## src/rtl/otter_cu_fsm_irq.sv

```systemverilog
// otter_cu_fsm_irq: multi-cycle OTTER control FSM with prioritised maskable interrupts
module otter_cu_fsm_irq #(
  parameter int NUM_IRQ = 1,
  parameter int MEM_LAT = 1,
  localparam int IRQ_W = $clog2(NUM_IRQ > 1 ? NUM_IRQ : 2)
) (
  input  logic               FSM_clk,
  input  logic               FSM_rst,
  input  logic [6:0]         FSM_ir_opcode,
  input  logic [2:0]         FSM_ir_funct,
  input  logic [NUM_IRQ-1:0] FSM_irq,
  input  logic [NUM_IRQ-1:0] FSM_irq_mask,
  input  logic               FSM_mie,
  output logic               FSM_pc_write,
  output logic               FSM_reg_write,
  output logic               FSM_mem_rden1,
  output logic               FSM_mem_rden2,
  output logic               FSM_mem_we2,
  output logic               FSM_csr_we,
  output logic               FSM_mret_exec,
  output logic               FSM_int_taken,
  output logic [IRQ_W-1:0]   FSM_int_id,
  output logic [2:0]         FSM_state
);
  localparam logic [2:0] INIT = 3'd0, FETCH = 3'd1, EXEC = 3'd2, WB = 3'd3, INTR = 3'd4;
  localparam logic [6:0] OP_LOAD = 7'b0000011, OP_STORE = 7'b0100011, OP_SYS = 7'b1110011;
  localparam logic [1:0] WB_INIT = 2'(MEM_LAT - 1);
  logic [2:0] state, state_n;
  logic [1:0] wb_cnt;
  logic [NUM_IRQ-1:0] pending, eligible;
  logic [IRQ_W-1:0] sel, sel_n;
  logic is_load, is_alu, is_sys, csr_rw, ex, wb_last, decide, take;
  assign is_load = FSM_ir_opcode == OP_LOAD;
  assign is_sys = FSM_ir_opcode == OP_SYS;
  assign is_alu = FSM_ir_opcode inside {7'b0110011, 7'b0010011, 7'b0110111, 7'b0010111, 7'b1101111, 7'b1100111};
  assign csr_rw = is_sys && FSM_ir_funct != 3'b000 && !FSM_ir_funct[2];
  assign ex = state == EXEC;
  assign wb_last = state == WB && wb_cnt == 2'd0;
  assign decide = (ex && !is_load) || wb_last;
  assign eligible = (pending | FSM_irq) & FSM_irq_mask;
  assign take = decide && FSM_mie && |eligible;
  assign state_n = state == INIT ? FETCH :
                   state == FETCH ? EXEC :
                   ex && is_load ? WB :
                   decide ? (take ? INTR : FETCH) :
                   state == WB ? WB :
                   state == INTR ? FETCH : INIT;
  // fixed priority: lowest eligible channel wins
  always_comb begin
    sel_n = '0;
    for (int i = NUM_IRQ - 1; i >= 0; i--) if (eligible[i]) sel_n = IRQ_W'(i);
  end
  // state, load wait counter, sticky pending latches and serviced-id registers
  always_ff @(posedge FSM_clk or posedge FSM_rst) begin
    if (FSM_rst) begin
      state <= INIT;
      wb_cnt <= 2'd0;
      pending <= '0;
      sel <= '0;
      FSM_int_id <= '0;
    end else begin
      state <= state_n;
      wb_cnt <= ex && is_load ? WB_INIT : state == WB && wb_cnt != 2'd0 ? wb_cnt - 2'd1 : wb_cnt;
      pending <= (state == INTR ? pending & ~(NUM_IRQ'(1) << sel) : pending) | FSM_irq;
      if (take) sel <= sel_n;
      if (state == INTR) FSM_int_id <= sel;
    end
  end
  assign FSM_pc_write = (ex && !is_load) || wb_last || state == INTR;
  assign FSM_reg_write = (ex && (is_alu || csr_rw)) || wb_last;
  assign FSM_mem_rden1 = state == FETCH;
  assign FSM_mem_rden2 = ex && is_load;
  assign FSM_mem_we2 = ex && FSM_ir_opcode == OP_STORE;
  assign FSM_csr_we = ex && csr_rw;
  assign FSM_mret_exec = ex && is_sys && FSM_ir_funct == 3'b000;
  assign FSM_int_taken = state == INTR;
  assign FSM_state = state;
endmodule

```

## config.mk

```make
export PLATFORM = sky130hd
export DESIGN_NAME = otter_cu_fsm_irq
export DESIGN_NICKNAME = d
export VERILOG_FILES = /design/src/rtl/otter_cu_fsm_irq.sv
export SDC_FILE = /design/constraint.sdc
export NUM_CORES = 1
export LEC_CHECK = 0
export ABC_AREA = 1
export ABC_CLOCK_PERIOD_IN_PS = 3300
export CORE_AREA = 2 2 39 41
export DETAILED_ROUTE_END_ITERATION = 8
export DIE_AREA = 0 0 41 43
export PLACE_DENSITY = 0.88
export SETUP_SLACK_MARGIN = 0.4
export SYNTH_ARGS = -nofsm -noshare
export SYNTH_HDL_FRONTEND = slang
export SYNTH_SLANG_ARGS = --single-unit
```

## constraint.sdc

```tcl
create_clock -name FSM_clk -period 3.3 [get_ports FSM_clk]
set_input_delay 0.495 -clock FSM_clk [delete_from_list [all_inputs] [get_ports FSM_clk]]
set_output_delay 0.495 -clock FSM_clk [all_outputs]
set_load 0.01 [all_outputs]
```

-- Word-level counts from Yosys, hierarchy flattened
Index checks and enable logic that the tools add are counted.
- bits in registers: 6
- input port bits: 15
- logic and storage cells: 56
- add/subtract/negate cells: 1
- equal/unequal tests: 13
- mux-type cells: 10
- bitwise gates (word level): 3
- reduce and logical (&&, ||, !) cells: 26
- operators by type and width (kind ; number):
    $eq A7 B6 Y1 const B ; 3
    $eq A7 B7 Y1 const B ; 3
    $mux W3 ; 5
    $eq A7 B5 Y1 const B ; 2
    $logic_and A1 B1 Y1 ; 13
    $eq A7 B2 Y1 const B ; 1
    $eq A3 B2 Y1 const B ; 2
    $logic_not A3 Y1 ; 2
    $mux W2 ; 3
    $reduce_bool A6 Y1 ; 1
    $logic_or A1 B1 Y1 ; 4
    $reduce_bool A2 Y1 ; 2
    $eq A3 B1 Y1 const B ; 1
    $eq A3 B3 Y1 const B ; 1
    $reduce_bool A3 Y1 ; 1
    $logic_not A1 Y1 ; 2
    $logic_not A2 Y1 ; 1
    $mux W1 ; 2
    $or A1 B1 Y1 ; 2
    $sub A2 B1 Y2 const B ; 1
    $and A1 B1 Y1 ; 1

-- Depth between registers and ports, before layout
- depth after elaboration: 11
- mapped depth: 8
- gate-level depth less buffers: 8

-- Worst setup path before layout
Ideal clock, no wire load.
- path type: flip-flop to output port
- from: reg state[2], in the netlist FSM_state[2]
- to: out FSM_mem_we2
- data arrival time: 1.123 ns
- slack: 1.682 ns
- cell stages (with the launch flop): 4
- cell sequence: dfrtp_1 nor3_4 nand4_2 nor4_2
- cells in the longest elaborated chain, start to end: 2
- RTL lines (what ; RTL line ; source):
    from (decl) ; 28 ; logic [2:0] state, state_n;
    from (signal assigned) ; 62 ; state <= state_n;
    $eq A3 B2 Y1 ; 37 ; assign ex = state == EXEC;
    $logic_and A1 B1 Y1 ; 73 ; assign FSM_mem_we2 = ex && FSM_ir_opcode == OP_STORE;
    to (decl) ; 18 ; output logic FSM_mem_we2,
No other way between the ends.

-- Final worst setup path
- from: in FSM_ir_opcode[6]
- to: out FSM_reg_write
- cells in the longest elaborated chain, start to end: 6
- elaborated cells on any way between the ends: 13
- classes of those cells: eq/ne (7); reduce/logical (6)
- RTL lines (what ; RTL line ; source):
    from (decl) ; 9 ; input logic [6:0] FSM_ir_opcode,
    branches (longest 3 deep; another with $eq A7 B6 Y1) ; n/a ;
    $logic_or A1 B1 Y1 * ; 70 ; assign FSM_reg_write = (ex && (is_alu || csr_rw)) || wb_last;
    $logic_and A1 B1 Y1 * ; 70 ;
    $logic_or A1 B1 Y1 * ; 70 ;
    to (decl) ; 15 ; output logic FSM_reg_write,
Every way passes the cells marked *.

==> flow_metrics.tcl <==
set metrics [dict create \
    startpoint_type "input port" \
    pwr-share-comb_pct 58.0 \
    floorplan.rows 14 \
    power.internal_uw 282 \
    synth.largest_area_cell "sky130_fd_sc_hd__dfrtp_1" \
    vdd_ir_drop_max_uv 386 \
    yosys_warns 0 \
    drt_pre_antenna_iters 3 \
    numClockSinks 6 \
    seq_area_frac_synth_pct 30.6 \
    fillerInstances 130 \
    area_growth_pct 58.2 \
    buffer_levels_on_the_longest_clock_path 2 \
    num_cts_buffers 3 \
    die_height_um 43 \
    clockRootBuffer "sky130_fd_sc_hd__clkbuf_4" \
    globalRoute.totalOverflow 0 \
    fp.coreArea_um2 1380 \
    multi_input_area_um2 269 \
    synth_cell_type_count 24 \
    gpl.final_weighted_congestion 0.790 \
    postLayoutSetupSlackWorst_ns 0.665 \
    detailed_place_hpwl_um 1050 \
    count_of_unresolved_drc_violations_after_routing 0 \
    worstPathRequired_ns 2.80 \
    holdBufCountCts 0 \
    worstRegToRegCells 4 \
    r2r_end "wb_cnt[0]" \
    power_switching_share_pct 40.5 \
    worstPathArrival_ns 2.14 \
    mapped_cells 68 \
    ant_nets 0 \
    final_number_of_hold_violating_endpoints 0 \
    post_layout_nonfiller_instances 111 \
    synth.cell_area_um2 490 \
    reg2reg_slack_ns 2.06 \
    cellPowerDensity_nw_per_um2 611 \
    outcome "finished, final reports clean" \
    synthTopCellsByArea "sky130_fd_sc_hd__dfrtp_1, sky130_fd_sc_hd__inv_1, sky130_fd_sc_hd__nand2_1, sky130_fd_sc_hd__nand3_1, sky130_fd_sc_hd__o211ai_1" \
    clock_power_share_pct 13.8 \
    wire_per_inst_um 10.9 \
    design_power_total_uw 474 \
    power.leakage_nw 0.370 \
    maxSlewViolCount 0 \
    synth_top_cell_area_share_pct 30.6 \
    initial_core_util_pct 35.4 \
    grt_max_degree 7 \
    dieWidth_um 41 \
    r2r_start "FSM_state[2]" \
    ctsResizeCount 0 \
    finish.net_count 113 \
    yosys_register_bits 6 \
    dr_total_vias 539 \
    synthesis.nets 84 \
    route.detailed.vias_per_inst 4.86 \
    detail_route.wirelength_um 1210 \
    synth.avg_cell_area_um2 7.21 \
    final-setup-viol-count 0 \
    totalNegativeSetupSlack_ns 0 \
    final_layout_size_suffix_gt1_share_pct 15.8 \
    tritoncts_clock_tree "done" \
    power_frac_seq_pct 28.1 \
    clk-insertion-delay-late_ns 0.24 \
    ctsHtreeMaxLevel 1 \
    track_usage_pct 16.5 \
    drv_cap 0 \
    drt_iter0_markers 8 \
    final_period_minus_worst_setup_slack_ns 2.64 \
    place_worst_setup_slack_ns 0.653 \
    placed_cells_incl_taps 108 \
    grt_pass1_wl_um 1980 \
    clk_transition_reported_paths_ns 0.04 \
    final-seq-area_um2 150 \
    min_period_over_period_pct 79.9 \
    highest_achievable_clock_rate_ghz 0.379 \
    n_antenna_cell 0 \
    antenna_found_initial 0 \
    number_of_i_o_pins 27 \
    worstPathMaxFanout 5 \
    clock_skews_ns 0.00168 \
    dieArea_um2 1760 \
    hold_class "in -> async" \
    rsz_0062_raised_after_global_routing "false" \
    portBuffers 25 \
    number_of_global_route_vias_before_repair 562 \
    critPathCaptureType "output port" \
    power.net_switching_uw 192 \
    timing_worst_setup_path_type "in -> out" \
    cts.repair_timing.setup_buffer_count 0 \
]
-- through the flow --
| step | area [um^2] | hold slack [ns] | utilization (%) |
|---|---|---|---|
| final | 776 | 0.456 | 56.1 |
| after global routing | 776 | 0.507 | 56.1 |
| after CTS | 776 | 0.448 | 56.1 |
| after detailed placement | 753 | 0.483 | 54.4 |
| after global placement | 753 | 0.465 | 54.4 |
| after floorplan | 490 | 0.286 | - |
-- metal layers --
metal	share of wire, %	up-vias	routed length [um]	track usage (%)
met5	0	-	0	0
met1	37	247	451	15.3
met2	55	17	666	32.8
met3	5.9	2	71	0
met4	1.7	0	20	8.00
li1	-	273	-	-
-- how the worst max path moves through the flow --
stage | startpoint | endpoint | slack (ns) | cells past startpoint
floorplan | FSM_state[2] | FSM_mem_we2 | 1.68 | 3
global placement | FSM_ir_opcode[6] | FSM_reg_write | 0.70 | 6
detailed placement | FSM_ir_opcode[6] | FSM_reg_write | 0.65 | 6
CTS | FSM_ir_opcode[6] | FSM_reg_write | 0.65 | 6
global route | FSM_ir_opcode[6] | FSM_reg_write | 0.57 | 6
finish | FSM_ir_opcode[6] | FSM_reg_write | 0.66 | 6
-- registers in the layout, indices dropped and copies added (netlist names) --
signal     count
pending        1
wb_cnt         2
FSM_state      3
-- cells in the mapped netlist --
cell                        n
sky130_fd_sc_hd__inv_1     14
sky130_fd_sc_hd__nand2_1   10
sky130_fd_sc_hd__nand3_1    7
sky130_fd_sc_hd__dfrtp_1    6
sky130_fd_sc_hd__nor2_1     4
sky130_fd_sc_hd__inv_2      3
sky130_fd_sc_hd__nand4_1    3
sky130_fd_sc_hd__o211ai_1   3
sky130_fd_sc_hd__nand2_2    2
sky130_fd_sc_hd__nor3_1     2
sky130_fd_sc_hd__a21o_1     1
sky130_fd_sc_hd__buf_4      1
sky130_fd_sc_hd__conb_1     1
sky130_fd_sc_hd__ha_1       1
sky130_fd_sc_hd__nand3_2    1
sky130_fd_sc_hd__nand4_2    1
sky130_fd_sc_hd__nor2_2     1
sky130_fd_sc_hd__nor3_2     1
sky130_fd_sc_hd__nor3_4     1
sky130_fd_sc_hd__nor4_2     1
sky130_fd_sc_hd__o21ai_0    1
sky130_fd_sc_hd__o22ai_1    1
sky130_fd_sc_hd__or2_1      1
sky130_fd_sc_hd__or2_4      1
-- cell type report --
| type | instances | share of cell area [%] |
|---|---|---|
| multi-input cells | 44 | 34.7 |
| repair buffers | 25 | 32.3 |
| flip-flops and latches | 6 | 19.4 |
| inverters | 17 | 8.23 |
| clock buffers | 3 | 2.90 |
| well taps | 16 | 2.58 |
-- placed cells by master (no fill, tap or decap), drive strengths merged --
cell and n:
ha 1, nand4 4, nand2 12, nand3 8, a21o 1, o21ai 1
or2 2, dfrtp 6, clkdlybuf4s50 25, nor3 4, o211ai 3, nor4 1
conb 1, o22ai 1, nor2 5, inv 17, clkbuf 3
-- cell families after synthesis --
| logic type | count (synthesis) | share of synthesized area [%] |
|---|---|---|
| other | 1 | 0.765 |
| adders and majority gates | 1 | 2.55 |
| DFF | 6 | 30.6 |
| buffers and inverters | 18 | 14.5 |
| and+or+nand+nor | 36 | 43.1 |
| AOI/OAI and AO/OA | 6 | 8.42 |
-- power by group through the flow --
stage / logic [mW] / clock network, mW / registers, mW
after global routing: 0.303 / 0.0723 / 0.138
final: 0.275 / 0.0655 / 0.133
after detailed placement: 0.276 / 0 / 0.133
after CTS: 0.278 / 0.0703 / 0.132
after floorplan: 0.152 / 0 / 0.136
after global placement: 0.263 / 0 / 0.132
-- worst max-delay path, stage by stage --
cell and delay (ns):
sky130_fd_sc_hd__clkdlybuf4s50_1 0.56, sky130_fd_sc_hd__nand3_1 0.15, sky130_fd_sc_hd__nor3_1 0.15, sky130_fd_sc_hd__nand4_1 0.12
sky130_fd_sc_hd__o211ai_1 0.10, sky130_fd_sc_hd__clkdlybuf4s50_1 0.55
(Power assumes the default switching activity.)
